==> src/rtl/shutdown_ctrl.sv <==
// shutdown_ctrl
// Tears the design down in reverse power-up order: processor, then the RS232
// path, then the clock generator. An orderly teardown starts from a shutdown
// request. A filtered PLL lock loss skips the hold and drain waits. Every
// output only ever asserts, because the outputs are ORed with the power-up
// sequencer's resets. Only reset_n clears them again.
module shutdown_ctrl #(
  parameter int unsigned HOLD_TIMEOUT  = 255,
  parameter int unsigned PROC_CNT      = 16,
  parameter int unsigned DRAIN_TIMEOUT = 255,
  parameter int unsigned RS232_CNT     = 64,
  parameter int unsigned CLKGEN_CNT    = 16,
  parameter int unsigned LOCK_FILT     = 4
) (
  input  logic i_clk,
  input  logic i_reset_n,
  input  logic i_shutdown_req,
  input  logic i_locked_proc1,
  input  logic i_locked_rs232,
  input  logic i_proc1_idle,
  input  logic i_rs232_tx_idle,
  output logic o_hold_proc1,
  output logic o_reset_proc1,
  output logic o_reset_rs232,
  output logic o_reset_clkgen,
  output logic o_shutdown_ack,
  output logic o_lock_lost,
  output logic o_timeout
);

  typedef enum logic [6:0] {
    S_RUNNING      = 7'b0000001,
    S_HOLD_PROC    = 7'b0000010,
    S_RESET_PROC   = 7'b0000100,
    S_DRAIN_RS232  = 7'b0001000,
    S_RESET_RS232  = 7'b0010000,
    S_RESET_CLKGEN = 7'b0100000,
    S_DONE         = 7'b1000000
  } state_t;

  localparam logic [7:0] HOLD_LAST   = 8'(HOLD_TIMEOUT - 1);
  localparam logic [7:0] PROC_LAST   = 8'(PROC_CNT - 1);
  localparam logic [7:0] DRAIN_LAST  = 8'(DRAIN_TIMEOUT - 1);
  localparam logic [7:0] RS232_LAST  = 8'(RS232_CNT - 1);
  localparam logic [7:0] CLKGEN_LAST = 8'(CLKGEN_CNT - 1);
  localparam logic [7:0] FILT_LAST   = 8'(LOCK_FILT - 1);

  state_t     r_state;
  state_t     w_nextState;
  logic [7:0] r_count;
  logic [7:0] w_nextCount;
  logic [7:0] r_lockCnt;
  logic [7:0] w_nextLockCnt;
  logic       r_armed;
  logic       w_nextArmed;
  logic       w_allLocked;
  logic       w_lockLoss;
  logic       w_waitExpired;

  logic       w_nextHold;
  logic       w_nextResetProc;
  logic       w_nextResetRs232;
  logic       w_nextResetClkgen;
  logic       w_nextAck;
  logic       w_nextLockLost;
  logic       w_nextTimeout;

  assign w_allLocked = i_locked_proc1 & i_locked_rs232;

  // State register together with the shared counter, arming flag and lock filter
  always_ff @(posedge i_clk or negedge i_reset_n) begin
    if (!i_reset_n) begin
      r_state   <= S_RUNNING;
      r_count   <= '0;
      r_lockCnt <= '0;
      r_armed   <= 1'b0;
    end else begin
      r_state   <= w_nextState;
      r_count   <= w_nextCount;
      r_lockCnt <= w_nextLockCnt;
      r_armed   <= w_nextArmed;
    end
  end

  // Next-state logic. The counter restarts from zero whenever the state changes.
  always_comb begin
    w_nextState   = r_state;
    w_nextCount   = r_count + 8'd1;
    w_nextLockCnt = r_lockCnt;
    w_nextArmed   = r_armed | w_allLocked;
    w_lockLoss    = 1'b0;
    w_waitExpired = 1'b0;
    case (r_state)
      S_RUNNING: begin
        w_nextCount = '0;
        if (r_armed) begin
          if (w_allLocked) begin
            w_nextLockCnt = '0;
          end else if (r_lockCnt >= FILT_LAST) begin
            w_lockLoss = 1'b1;
          end else begin
            w_nextLockCnt = r_lockCnt + 8'd1;
          end
        end
        if (w_lockLoss) begin
          w_nextState = S_RESET_PROC;
        end else if (i_shutdown_req) begin
          w_nextState = S_HOLD_PROC;
        end
      end
      S_HOLD_PROC: begin
        if (i_proc1_idle) begin
          w_nextState = S_RESET_PROC;
        end else if (r_count == HOLD_LAST) begin
          w_waitExpired = 1'b1;
          w_nextState   = S_RESET_PROC;
        end
      end
      S_RESET_PROC: begin
        if (r_count == PROC_LAST) begin
          w_nextState = o_lock_lost ? S_RESET_RS232 : S_DRAIN_RS232;
        end
      end
      S_DRAIN_RS232: begin
        if (i_rs232_tx_idle) begin
          w_nextState = S_RESET_RS232;
        end else if (r_count == DRAIN_LAST) begin
          w_waitExpired = 1'b1;
          w_nextState   = S_RESET_RS232;
        end
      end
      S_RESET_RS232: begin
        if (r_count == RS232_LAST) begin
          w_nextState = S_RESET_CLKGEN;
        end
      end
      S_RESET_CLKGEN: begin
        if (r_count == CLKGEN_LAST) begin
          w_nextState = S_DONE;
        end
      end
      S_DONE: begin
        w_nextCount = r_count;
      end
      default: begin
        w_nextState = S_RUNNING;
      end
    endcase
    if (w_nextState != r_state) begin
      w_nextCount = '0;
    end
  end

  // Output next-values. Each output sets when its state is entered and then holds.
  always_comb begin
    w_nextHold        = o_hold_proc1   | (w_nextState == S_HOLD_PROC);
    w_nextResetProc   = o_reset_proc1  | (w_nextState == S_RESET_PROC);
    w_nextResetRs232  = o_reset_rs232  | (w_nextState == S_RESET_RS232);
    w_nextResetClkgen = o_reset_clkgen | (w_nextState == S_RESET_CLKGEN);
    w_nextAck         = o_shutdown_ack | (w_nextState == S_DONE);
    w_nextLockLost    = o_lock_lost    | w_lockLoss;
    w_nextTimeout     = o_timeout      | w_waitExpired;
  end

  // Registered outputs
  always_ff @(posedge i_clk or negedge i_reset_n) begin
    if (!i_reset_n) begin
      o_hold_proc1   <= 1'b0;
      o_reset_proc1  <= 1'b0;
      o_reset_rs232  <= 1'b0;
      o_reset_clkgen <= 1'b0;
      o_shutdown_ack <= 1'b0;
      o_lock_lost    <= 1'b0;
      o_timeout      <= 1'b0;
    end else begin
      o_hold_proc1   <= w_nextHold;
      o_reset_proc1  <= w_nextResetProc;
      o_reset_rs232  <= w_nextResetRs232;
      o_reset_clkgen <= w_nextResetClkgen;
      o_shutdown_ack <= w_nextAck;
      o_lock_lost    <= w_nextLockLost;
      o_timeout      <= w_nextTimeout;
    end
  end

endmodule

==> config.mk <==
export PLATFORM = sky130hd
export DESIGN_NAME = shutdown_ctrl
export DESIGN_NICKNAME = d
export VERILOG_FILES = /design/src/rtl/shutdown_ctrl.sv
export SDC_FILE = /design/constraint.sdc
export NUM_CORES = 1
export LEC_CHECK = 0
export CAP_MARGIN = 10
export CORE_ASPECT_RATIO = 0.75
export CORE_UTILIZATION = 52
export DETAILED_ROUTE_END_ITERATION = 16
export GPL_TIMING_DRIVEN = 1
export PLACE_DENSITY = 0.79
export SLEW_MARGIN = 20
export SYNTH_ARGS = -nofsm -noshare
export SYNTH_HDL_FRONTEND = slang
export SYNTH_SLANG_ARGS = --single-unit
==> constraint.sdc <==
create_clock -name i_clk -period 2.1 [get_ports i_clk]
set_input_delay 0.42 -clock i_clk [delete_from_list [all_inputs] [get_ports i_clk]]
set_output_delay 0.42 -clock i_clk [all_outputs]
set_load 0.05 [all_outputs]
==> results.cfg, run 1 <==
[outcome]
status = complete, but fails checks
violations = setup timing

[worst_setup_path]
path_buf_inv = 1
regToRegSetupSlack_ns = 0.01
crit_type = in -> reg
critical-path-top-delay-family = simple AND/OR/NAND/NOR gates
crit_required_ns = 2.29
path_cells = clkdlybuf4s50_1 > or3b_2 > a211oi_4 > a21oi_2 > a22oi_2 > nand3_4 > nor4_1
critPathMaxFanout = 8
worstPathArrival_ns = 2.29
worstSetupStartpointType = primary input
crit_path_end_kind = flop
cp_slowest_stage_delay_ns = 0.48
worst_path_max_delay_cell = or3b_2

[clock_tree]
cts_buffers = 5
root_buffer = clkbuf_8
ctsLongestPathBuffers = 2
cts_sinks = 31
cts_tree = yes
clkLatencyLatePin_ns = 0.29
htree_levels = 2
clkSlewWorstSetupHoldPaths_ns = 0.07
postCtsHoldBufs = 0

[synth]
synth_area_leaders = dfrtp_1, nand3_1, nor4_1
syn-num-nets = 205
syn-instance-count = 195
ys_seq_elements = 31
synth_warnings = 0
ys_dominant_reg_cell = dfrtp_1
ys_seq_area_share_pct = 41.71
yosysTopAreaCell = dfrtp_1
yosysTopAreaCellShare_pct = 40.30
synth-edff-count = 0
avgSynthCellArea_um2 = 9.554
netlist_area_um2 = 1863
netlist_top_cells_count = dfrtp_1, nand2_1, nand3_1, nor3_1, a21oi_1
synthArstFlopShare_pct = 100.0
synth.distinct_cells = 51
yosysMostFrequentCell = dfrtp_1

[timing]
max-slew-margin-rel_pct = 64.76
finalMaxSlewViolations = 0
min_period_ns = 2.103
fmax_mhz = 475.4
setup_viol = 1
rsz0062_at_grt = yes
hold_viol_final = 0
setup_tns_ns = -0.003438
worstMarginPinSlew_ns = 0.5280
hold_ws_ns = 0.4677
setup_slack_ns = -0.003438
fin_crit_sh_pct = 100.2
finalClockSkew_ns = 0.005075

[place]
dp.cells = 264
place_congestion = 0.8717
dp_slack_ns = -0.4792
numPortBuffers = 13
dp_hpwl_mm = 3.387

[drt]
wl_mm = 4.721
detail-route-antenna-nets = 0
wl_per_cell_um = 17.17
drc = 0
via_per_inst = 6.087
vias = 1674
firstDrtPassIters = 10
initialDrtViolationCount = 147

[pwr]
p_int_w = 0.001564
power_leakage_nw = 1.037
p_sw_share_pct = 39.22
p_per_area_nw_per_um2 = 1057
clock_power_share_pct = 24.1
pwr-share-seq_pct = 29.0
p_sw_w = 0.001009
ir_drop_v = 0.0005918
combinationalPowerShare_pct = 46.9

[layout]
fin_cells = 275
nets = 244
drive_above_1_share_pct = 33.62
post-route-util_pct = 72.56
ff_latch_area_um2 = 779.5
fillers = 243
num_antenna_cells = 0
multi_input_area_um2 = 1091
syn2layout_area_growth_pct = 30.69

[grt]
grt_antenna_before_repair = 0
grt_first_pass_wirelength_mm = 7.762
grt_usage_pct = 27.50
grt.overflow.total = 0
grt_max_degree = 32
grt_pass1_vias = 1573

[floorplanning]
rows = 18
dieArea_um2 = 3828
coreArea_um2 = 3356
ios = 14
die_w_um = 71.12
die_h_um = 53.84
initial_core_util_pct = 55.52

[run]
cap_violations = 0

[hold_path]
hp-class = reg -> reg
==> kinds of logic after synthesis <==
| kind of cell | count (synthesis) | share of synthesized area (%) |
|---|---|---|
| muxes | 2 | 1.075 |
| xor gates and xnor gates | 7 | 3.291 |
| AOI/OAI and AO/OA | 41 | 16.72 |
| DFF | 31 | 41.71 |
| adders and majority gates | 3 | 2.015 |
| buffers and inverters | 19 | 5.776 |
| and+or+nand+nor | 92 | 29.42 |
==> registers in the layout, indices dropped and copies added (netlist names) <==
| register | count |
|---|---|
| o_hold_proc1 | 1 |
| o_lock_lost | 1 |
| o_reset_clkgen | 1 |
| o_reset_proc1 | 1 |
| o_reset_rs232 | 1 |
| o_shutdown_ack | 1 |
| o_timeout | 1 |
| r_armed | 1 |
| r_count | 8 |
| r_lockCnt | 8 |
| r_state | 7 |
==> power by group through the flow <==
stage	Clock (W)	Combinational [W]	Sequential [W]
after floorplan	0	0.000723	0.000714
after global placement	0	0.00100	0.000742
after detailed placement	0	0.00103	0.000746
after CTS	0.000623	0.00114	0.000739
after global routing	0.000653	0.00131	0.000753
final	0.000619	0.00121	0.000746
==> area by class of cell <==
type                       instances  share of cell area [%]
inverter                           5                  0.7708
clock inverter                     2                   1.439
sequential                        31                   32.01
timing repair buffer              46                   15.52
clock buffer                       6                   3.392
tap                               40                   2.055
multi-input combinational        145                   44.81
==> layout by cell type (no fill, tap or decap), types with 3 or more instances in the layout <==
cell	count
nor4_4	3
o31ai_1	4
ha_1	3
a21oi_1	8
buf_4	33
nand3_1	11
o21ai_0	4
xor2_1	6
and2_1	5
nor4_2	5
nand4_1	3
dfrtp_1	28
nor3_1	8
nor4_1	3
nand2_1	14
a31oi_1	4
nor3_2	3
or2_2	6
clkdlybuf4s50_1	13
o211ai_1	3
inv_1	5
clkbuf_8	6
and3_1	4
nor2_1	8
==> what timing repair did <==
action,CTS,global route
resized for setup,12,10
pin swaps,7,9
setup endpoints to repair,8,10
buffers inserted,3,0
==> stage by stage <==
step	power (W)	instance area [um^2]
2_1_floorplan	0.001437	1863
3_3_place_gp	0.001747	2180
3_5_place_dp	0.001779	2180
4_1_cts	0.002498	2391
5_1_grt	0.002719	2435
6_report	0.002573	2435
==> layer usage <==
metal / vias to the layer above / track usage (%) / wire length, um
li1: 797 / - / -
met1: 812 / 38.62 / 2236
met2: 58 / 41.83 / 2105
met3: 7 / 5.431 / 322
met4: 0 / 12.00 / 56
met5: - / 0 / 0
==> path summary, 6_finish.rpt <==
check / start / to / cells after the start
max: i_proc1_idle / r_count[6]$_DFFE_PN0P_ / 7
min: o_reset_proc1$_DFF_PN0_ / o_reset_proc1$_DFF_PN0_ / 1
max reg2reg: r_state[3]$_DFF_PN0_ / r_count[6]$_DFFE_PN0P_ / 6
min reg2reg: o_reset_proc1$_DFF_PN0_ / o_reset_proc1$_DFF_PN0_ / 1
max in group asynchronous: i_reset_n / r_state[0]$_DFF_PN1_ / 2
min in group asynchronous: i_reset_n / r_lockCnt[0]$_DFFE_PN0P_ / 2
(Power assumes the default switching activity.)
==> inputs of run 2 (changes only) <==
--- a/config.mk
+++ b/config.mk
@@ -10,6 +10,7 @@
 export CORE_UTILIZATION = 52
 export DETAILED_ROUTE_END_ITERATION = 16
 export GPL_TIMING_DRIVEN = 1
+export HOLD_SLACK_MARGIN = 0.06
 export PLACE_DENSITY = 0.79
 export SLEW_MARGIN = 20
 export SYNTH_ARGS = -nofsm -noshare
==> results of run 2 <==
No change in the layout: final DEF, timing and power equal those of run 1.
==> inputs of run 3 (changes only) <==
--- a/config.mk
+++ b/config.mk
@@ -6,12 +6,13 @@
 export NUM_CORES = 1
 export LEC_CHECK = 0
 export CAP_MARGIN = 10
-export CORE_ASPECT_RATIO = 0.75
-export CORE_UTILIZATION = 52
+export CELL_PAD_IN_SITES_DETAIL_PLACEMENT = 0
+export CELL_PAD_IN_SITES_GLOBAL_PLACEMENT = 1
+export CORE_UTILIZATION = 30
 export DETAILED_ROUTE_END_ITERATION = 16
 export GPL_TIMING_DRIVEN = 1
 export HOLD_SLACK_MARGIN = 0.06
-export PLACE_DENSITY = 0.79
+export PLACE_DENSITY = 0.62
 export SLEW_MARGIN = 20
 export SYNTH_ARGS = -nofsm -noshare
 export SYNTH_HDL_FRONTEND = slang
==> run 3 against run 2 <==
Net effect: first-iteration DRC count shrank 48%; flip-flop and latch count is the same; worst setup slack gained 0.010 ns; routed wire length grew 0.83%; sequential power shrank 2%; total power grew 5.2%; cell area grew 5.5%; clock power shrank 5.0%; highest routed layer unchanged; the run now ends clean; count of clock-buffer cells in the layout shrank 1; die area grew 71%; fmax grew 0.48%.
==> results.cfg, run 3 (synthesis gave the netlist of run 1 again) <==
[grt]
grt_max_degree = 32
grt_use_met3_pct = 3.596
busiest_layer = met2
grt.overflow.total = 0
grt_usage_pct = 15.44
grt_pass1_vias = 1588
grtUsageMet2_pct = 24.96
grt_use_met1_pct = 20.24
grt_antenna_before_repair = 0
grt_first_pass_wirelength_mm = 7.569

[timing]
rsz0062_at_grt = yes
fin_crit_sh_pct = 99.68
hold_viol_final = 0
worstMarginPinSlew_ns = 0.5208
max-slew-margin-rel_pct = 65.17
setup_viol = 0
min_period_ns = 2.093
finalMaxSlewViolations = 0
hold_ws_ns = 0.4618
fmax_mhz = 477.7
finalClockSkew_ns = 0.005665

[pwr]
power_leakage_nw = 1.082
p_int_w = 0.001623
combinationalPowerShare_pct = 51.2
power.total_w = 0.002706
clock_power_share_pct = 21.7
p_per_area_nw_per_um2 = 1053
ir_drop_v = 0.0004492
p_sw_w = 0.001083
p_sw_share_pct = 40.01
pwr-share-seq_pct = 27.1

[run]
cap_violations = 0

[clock_tree]
htree_levels = 2
ctsLongestPathBuffers = 2
clkSlewWorstSetupHoldPaths_ns = 0.07
postCtsHoldBufs = 0
root_buffer = clkbuf_8
cts_tree = yes
clkLatencyLatePin_ns = 0.28
cts_buffers = 5
cts_sinks = 31

[drt]
vias = 1638
detail-route-antenna-nets = 0
firstDrtPassIters = 4
via_per_inst = 5.135
initialDrtViolationCount = 77
drc = 0
wl_mm = 4.760
wl_per_cell_um = 14.92

[layout]
top_regs = r_count (8), r_lockCnt (8), r_state (7)
fin_cells = 319
drive_above_1_share_pct = 37.30
final_common_cell = buf_4
fillers = 578
design_area_um2 = 2570
final_cell_mix = buf_4, dfrtp_1, nand2_1
post-route-util_pct = 43.15
syn2layout_area_growth_pct = 37.94
num_antenna_cells = 0
nets = 253

[floorplanning]
dieArea_um2 = 6529
coreArea_um2 = 5956
initial_core_util_pct = 31.28
rows = 28
die_h_um = 80.81
ios = 14
die_w_um = 80.81

[worst_setup_path]
cp_slowest_stage_delay_ns = 0.42
path_cells = or3_4 > or2_1 > nand3b_1 > a22oi_2 > nand3_4 > nor4_4
crit_type = reg -> reg
path_buf_inv = 0
regToRegSetupSlack_ns = 0.007
worst-r2r-cell-count = 6
rr_startpoint = r_state[2]$_DFF_PN0_
worstSetupStartpointType = flop
worst-path-stages = 6
worstPathArrival_ns = 2.28
critPathMaxFanout = 8
cp-startpoint = r_state[2]$_DFF_PN0_
crit_path_end_kind = flop
rr_endpoint = r_count[5]$_DFFE_PN0P_
worst_path_max_delay_cell = dfrtp_1
crit_required_ns = 2.29
endpoint = r_count[5]$_DFFE_PN0P_
critical-path-top-delay-family = simple AND/OR/NAND/NOR gates

[place]
dp.cells = 308
numPortBuffers = 13
place_congestion = 0.8269
dp_hpwl_mm = 3.366
place_area_um2 = 2291

[outcome]
status = finished clean

[hold_path]
hp-class = reg -> reg
hp-start = o_timeout$_DFF_PN0_
## run 3: cell count changes in the layout (fill, tap and decap cells not counted), sizes merged
cell	delta
buf	+9
clkbuf	-1
clkinv	+1
## run 3: metal layers
metal	up-vias	routed length, um
met3	6	186
met2	34	2234
met4	0	57
met5	-	0
met1	783	2282
li1	815	-
## run 3: worst min path at each step
stage	endpoint	slack [ns]	cells past startpoint
6_report	o_timeout$_DFF_PN0_	0.46	1
5_1_grt	o_timeout$_DFF_PN0_	0.48	1
4_1_cts	o_timeout$_DFF_PN0_	0.47	1
3_5_place_dp	o_timeout$_DFF_PN0_	0.45	1
3_3_place_gp	o_timeout$_DFF_PN0_	0.45	1
2_1_floorplan	o_hold_proc1$_DFF_PN0_	0.12	0
## run 3: repair_timing
| item | CTS | global route |
|---|---|---|
| gates resized for setup | 4 | 23 |
| endpoints found under the hold margin | 0 | 0 |
| setup buffers | 0 | 3 |
| pin swaps | 1 | 15 |
| setup endpoints to repair | 8 | 9 |
## run 3: worst reg2reg max path: cells and delay by family, from the launching register on
family | cells | cell delay, ns
AO/OA/AOI/OAI | 1 | 0.29
flip-flops | 1 | 0.42
AND/OR/NAND/NOR | 5 | 1.30
## run 3: layout make-up
class	count	area (um^2)	share of cell area, %
well taps	75	93.84	3.651
clock inverters	3	43.79	1.704
repair buffers	55	445.4	17.33
clock buffers	5	68.82	2.678
multi-input cells	145	1121	43.62
inverters	5	18.77	0.7303
flip-flops and latches	31	778.2	30.28
## run 3: through the flow
stage           TNS [ns]  setup WS, ns
4_1_cts        -0.003981     -0.003981
5_1_grt          -0.6236       -0.1113
6_report               0      0.006616
2_1_floorplan          0        0.1055
3_3_place_gp      -2.676       -0.3586
3_5_place_dp      -3.292       -0.4632
## run 3: power by group through the flow
stage | Sequential (W) | Clock [W] | Combinational (W)
final | 0.000734 | 0.000588 | 0.00138
after global routing | 0.000744 | 0.000633 | 0.00152
after CTS | 0.000733 | 0.000608 | 0.00117
after detailed placement | 0.000744 | 0 | 0.00112
after global placement | 0.000746 | 0 | 0.00113
after floorplan | 0.000714 | 0 | 0.000723
